## src/rtl/la_pwrseq.sv

```systemverilog
// rtl/la_pwrseq.sv - power-domain sequencer: orders power-switch enable against boundary isolation.
// Optional pwr_good timeout and FAULT state: define LA_PWRSEQ_TIMEOUT_EN.
module la_pwrseq #(
    parameter int CW      = 8,
    parameter int PWR_DLY = 16,
    parameter int ISO_DLY = 4,
    parameter int TO_DLY  = 255
) (
    input  logic       i_clk,
    input  logic       i_reset,
    input  logic       i_pwr_req,
    input  logic       i_pwr_good,
    output logic       o_pwr_en,
    output logic       o_iso,
    output logic       o_pwr_ack,
    output logic       o_busy,
    output logic [2:0] o_state,
    output logic       o_fault
);

    typedef enum logic [2:0] {
        S_OFF    = 3'd0,
        S_PWRUP  = 3'd1,
        S_ISOREL = 3'd2,
        S_ON     = 3'd3,
        S_ISOSET = 3'd4,
        S_PWRDN  = 3'd5,
        S_FAULT  = 3'd6
    } state_t;

    localparam logic [CW-1:0] L_PWR  = CW'(PWR_DLY);
    localparam logic [CW-1:0] L_ISO  = CW'(ISO_DLY);
    localparam logic [CW-1:0] L_ZERO = '0;
    localparam logic [CW-1:0] L_ONE  = {{(CW-1){1'b0}}, 1'b1};

    state_t        r_state;
    state_t        w_next;
    logic [CW-1:0] r_cnt;
    logic [CW-1:0] w_cnt_next;
    logic          r_pwr_en;
    logic          r_iso;

`ifdef LA_PWRSEQ_TIMEOUT_EN
    localparam logic [CW-1:0] L_TO = CW'(TO_DLY);
    logic [CW-1:0] r_to;
    logic [CW-1:0] w_to_next;
`endif

    always_comb begin
        w_next     = r_state;
        w_cnt_next = (r_cnt != L_ZERO) ? r_cnt - L_ONE : r_cnt;
`ifdef LA_PWRSEQ_TIMEOUT_EN
        w_to_next  = (r_to != L_ZERO) ? r_to - L_ONE : r_to;
`endif
        case (r_state)
            S_OFF: begin
                if (i_pwr_req) begin
                    w_next     = S_PWRUP;
                    w_cnt_next = L_PWR;
`ifdef LA_PWRSEQ_TIMEOUT_EN
                    w_to_next  = L_TO;
`endif
                end
            end
            // Abort is checked first so a late pwr_req drop never releases iso.
            S_PWRUP: begin
                if (!i_pwr_req) begin
                    w_next     = S_PWRDN;
                    w_cnt_next = L_PWR;
                end else if (r_cnt == L_ZERO && i_pwr_good) begin
                    w_next     = S_ISOREL;
                    w_cnt_next = L_ISO;
                end
`ifdef LA_PWRSEQ_TIMEOUT_EN
                else if (r_to == L_ZERO) begin
                    w_next = S_FAULT;
                end
`endif
            end
            S_ISOREL: begin
                if (!i_pwr_req) begin
                    w_next     = S_PWRDN;
                    w_cnt_next = L_PWR;
                end else if (r_cnt == L_ZERO) begin
                    w_next = S_ON;
                end
            end
            S_ON: begin
                if (!i_pwr_req) begin
                    w_next     = S_ISOSET;
                    w_cnt_next = L_ISO;
                end
            end
            S_ISOSET: begin
                if (r_cnt == L_ZERO) begin
                    w_next     = S_PWRDN;
                    w_cnt_next = L_PWR;
                end
            end
            S_PWRDN: begin
                if (r_cnt == L_ZERO) w_next = S_OFF;
            end
            S_FAULT: begin
                if (!i_pwr_req) w_next = S_OFF;
            end
            default: w_next = S_OFF;
        endcase
    end

    // pwr_en/iso are registered from the next-state decode so they change on the same edge as state.
    always_ff @(posedge i_clk or posedge i_reset) begin
        if (i_reset) begin
            r_state  <= S_OFF;
            r_cnt    <= L_ZERO;
            r_pwr_en <= 1'b0;
            r_iso    <= 1'b1;
        end else begin
            r_state  <= w_next;
            r_cnt    <= w_cnt_next;
            r_pwr_en <= (w_next == S_PWRUP) || (w_next == S_ISOREL) ||
                        (w_next == S_ON)    || (w_next == S_ISOSET);
            r_iso    <= (w_next != S_ON);
        end
    end

`ifdef LA_PWRSEQ_TIMEOUT_EN
    always_ff @(posedge i_clk or posedge i_reset) begin
        if (i_reset) r_to <= L_ZERO;
        else         r_to <= w_to_next;
    end
    assign o_fault = (r_state == S_FAULT);
`else
    assign o_fault = 1'b0;
`endif

    assign o_pwr_en  = r_pwr_en;
    assign o_iso     = r_iso;
    assign o_pwr_ack = (r_state == S_ON);
    assign o_busy    = (r_state == S_PWRUP)  || (r_state == S_ISOREL) ||
                       (r_state == S_ISOSET) || (r_state == S_PWRDN);
    assign o_state   = r_state;

endmodule

```

## config.mk

```make
export PLATFORM = sky130hd
export DESIGN_NAME = la_pwrseq
export DESIGN_NICKNAME = d
export VERILOG_FILES = /design/src/rtl/la_pwrseq.sv
export SDC_FILE = /design/constraint.sdc
export NUM_CORES = 1
export LEC_CHECK = 0
export CAP_MARGIN = 20
export CORE_UTILIZATION = 35
export CTS_CLUSTER_SIZE = 20
export DETAILED_ROUTE_END_ITERATION = 12
export DONT_BUFFER_PORTS = 1
export PLACE_DENSITY = 0.49
export REMOVE_ABC_BUFFERS = 1
export SLEW_MARGIN = 20
export SYNTH_ARGS = -nofsm -noshare
export SYNTH_HDL_FRONTEND = slang
export SYNTH_SLANG_ARGS = --single-unit
```

## constraint.sdc

```tcl
create_clock -name i_clk -period 2.4 [get_ports i_clk]
set_input_delay 0.6 -clock i_clk [delete_from_list [all_inputs] [get_ports i_clk]]
set_output_delay 0.6 -clock i_clk [all_outputs]
set_load 0.005 [all_outputs]
```

==> results by group <==
Status
  • Outcome: complete, no violations

Worst setup path
  • Arrival @ worst endpoint: 1.49 ns
  • Crit path required time: 1.80 ns
  • Startpoint Class: flip-flop
  • Crit Path Category: reg -> out
  • Crit-path max FO: 19
  • CP endpoint kind: output pin

Synth
  • Syn Std Cell Area: 948 um^2
  • Top post-synthesis cells by area: dfrtp_1 (32%), a21oi_1 (5.8%), nor2_1 (3.6%)
  • Post-synthesis cell count: 109
  • Register area share after synthesis: 34.4%
  • Yosys warns: 0
  • Share of the synthesized area in the top cell type: 31.7%
  • Avg Inst Size Synth: 8.70 um^2
  • Synth Register Bits: 13
  • Yosys cell types: 46
  • Number of enable flip-flop cells after synthesis: 0
  • Async S/R FF share, synth: 100%
  • Synth area leader: dfrtp_1
  • Dominant synthesized flop cell: dfrtp_1

Placement
  • Port bufs: 0
  • Pre-CTS WS: 0.476 ns
  • Final HPWL DP: 1410 um
  • Placer Congestion: 0.745

Die
  • Die height: 54.1 um
  • Core Rows: 18
  • Starting Density: 37.6%
  • Ports: 12
  • Core Area: 2520 um^2
  • DIE AREA: 2920 um^2
  • Die Wd: 54.1 um

Clock tree
  • Post-CTS Setup Bufs: 0
  • Total CTS buffers: 3
  • Sink Count: 13
  • CTS Buffer Depth: 2
  • CTS-repair resized insts: 0
  • H-tree Lvls: 1
  • CTS tree: built
  • Clock latency on the worst-skew pair: 0.28 ns
  • Worst-path clk slew: 0.09 ns
  • CTS Root Cell: clkbuf_4
  • Hold-fix buffers, CTS: 0

Cells and area
  • Ant. Diodes: 0
  • Share of cells above drive strength 1: 16.3%
  • FILL cells: 274
  • Fin nets: 111
  • Area growth, synth to finish: 1.32%

Timing
  • RSZ-0062 raised after global routing: false
  • Layout Skew: 0.00324 ns
  • Setup ws final: 0.313 ns
  • Setup TNS: 0 ns
  • Slew @ Worst Pin: 0.629 ns
  • Slew headroom: 58.1%
  • Fin crit period: 2.09 ns
  • Hold Vio Cnt, Final: 0
  • Final setup viols: 0
  • Fmax: 479 MHz
  • Final critical-path share of the clock period: 87.0%
  • Slew Viols, Final: 0

Pwr
  • Int Pwr: 540 uW
  • Leak pwr: 0.000394 uW
  • IR drop worst, VDD: 0.000467 V
  • Sequential power share: 42.4%
  • PwrDens: 965 nW/um^2
  • Combinational share of power: 41.9%
  • Clock Power Share: 15.7%
  • Sw frac: 41.8%
  • Psw: 387 uW

Route
  • Vias per cell: 5.77
  • Met3 WL: 130 um
  • Vias post-DR: 773
  • WL per Instance: 15.2 um
  • Final WL: 2030 um
  • Top layer in use: met4
  • Starting DRC count in detailed routing: 23
  • Met1 Wirelength: 1030 um
  • ANT nets after route: 0
  • Metal2 WL: 857 um
  • DRC: 0
  • First-pass DRT Iterations: 5

Global routing
  • Largest net degree at the start of global routing: 20
  • Antenna violations before repair: 0
  • All-Layer GR Usage: 16.9%
  • Number of global-route vias before repair: 767
  • First-pass GRT wire length: 3500 um
  • Total grt overflow: 0

Run
  • Max-Cap Viols: 0

Worst hold path
  • Hold Crit Class: in -> async
[routing by layer]
metal	track usage, %	vias up
met5	0	-
met4	2.56	0
met3	7.91	2
met2	24.7	19
met1	23.0	369
li1	-	383
[metrics by stage]
stage	utilization, %	total power [uW]	hold slack (ns)	cells	cell area (um^2)
2_1_floorplan	-	687	0.476	99	890
3_3_place_gp	37.1	784	0.556	130	935
3_5_place_dp	37.1	788	0.561	130	935
4_1_cts	38.1	939	0.242	134	961
5_1_grt	38.1	1020	0.276	134	961
6_report	38.1	927	0.221	134	961
[worst paths after layout]
| path | slack [ns] | cells after the start | end | startpoint |
|---|---|---|---|---|
| min | 0.22 | 1 | o_state[2] | i_reset |
| max in group asynchronous | 1.82 | 1 | o_iso | i_reset |
| min reg2reg | 0.59 | 2 | r_cnt[1] | r_cnt[1] |
| max reg2reg | 0.47 | 7 | r_cnt[0] | r_cnt[0] |
| min in group i_clk | 0.41 | 1 | r_cnt[2] | i_pwr_req |
| max | 0.31 | 2 | o_pwr_ack | o_state[1] |
[state kept, by name, summed over array words and instances (netlist names)]
name	count
r_cnt	8
o_iso	1
o_pwr_en	1
o_state	3
[synthesized netlist by cell type (3+ instances only)]
library cell	number
o31ai_1	3
o21ai_0	3
nand2_1	6
nor2_1	9
nand3_1	4
xnor2_1	3
a21oi_1	11
buf_2	5
inv_1	4
nor3_1	3
nand2b_1	4
dfrtp_1	12
[cells in the final DEF, fill, tap and decap left out, types with 2 or more instances in the layout]
cell      instances
dfrtp_1          12
a21oi_1          11
nor2_1            9
nand2_1           6
nand3_1           4
inv_1             4
nand2b_1          4
o31ai_1           3
nor3_1            3
xnor2_1           3
o21ai_0           3
clkbuf_4          3
or4_4             2
a31oi_1           2
o21ai_2           2
nor4_1            2
o211ai_1          2
ha_1              2
[final cells by class]
class / count / area, um^2 / share of cell area (%)
Clock buffer: 4 / 26.3 / 2.73
Inverter: 5 / 18.8 / 1.95
Multi-Input combinational cell: 81 / 544 / 56.6
Sequential cell: 13 / 327 / 34.0
Tap cell: 30 / 37.5 / 3.91
Timing Repair Buffer: 1 / 7.51 / 0.781
[power by group through the flow]
stage / logic, uW / registers (uW) / clock network, uW
finish: 389 / 393 / 146
CTS: 394 / 393 / 152
floorplan: 291 / 396 / 0
global placement: 389 / 395 / 0
detailed placement: 393 / 395 / 0
global route: 446 / 408 / 163
[worst max-delay path: stages, from the launching register on]
cell and delay (ns):
dfrtp_1 0.75, nand2_1 0.20, nor2_1 0.25
[cells by family (layout without fill, tap and decap cells)]
group | count (synthesis) | after routing | share of synthesized area, %
AOI/OAI and AO/OA | 33 | 33 | 24.0
buffers and inverters | 15 | 10 | 8.18
DFF | 13 | 13 | 34.4
and+or+nand+nor | 41 | 41 | 26.6
xor gates and xnor gates | 4 | 4 | 3.69
adders and majority gates | 2 | 2 | 2.64
other | 1 | 1 | 0.395
Power figures use the tool's default switching activity.
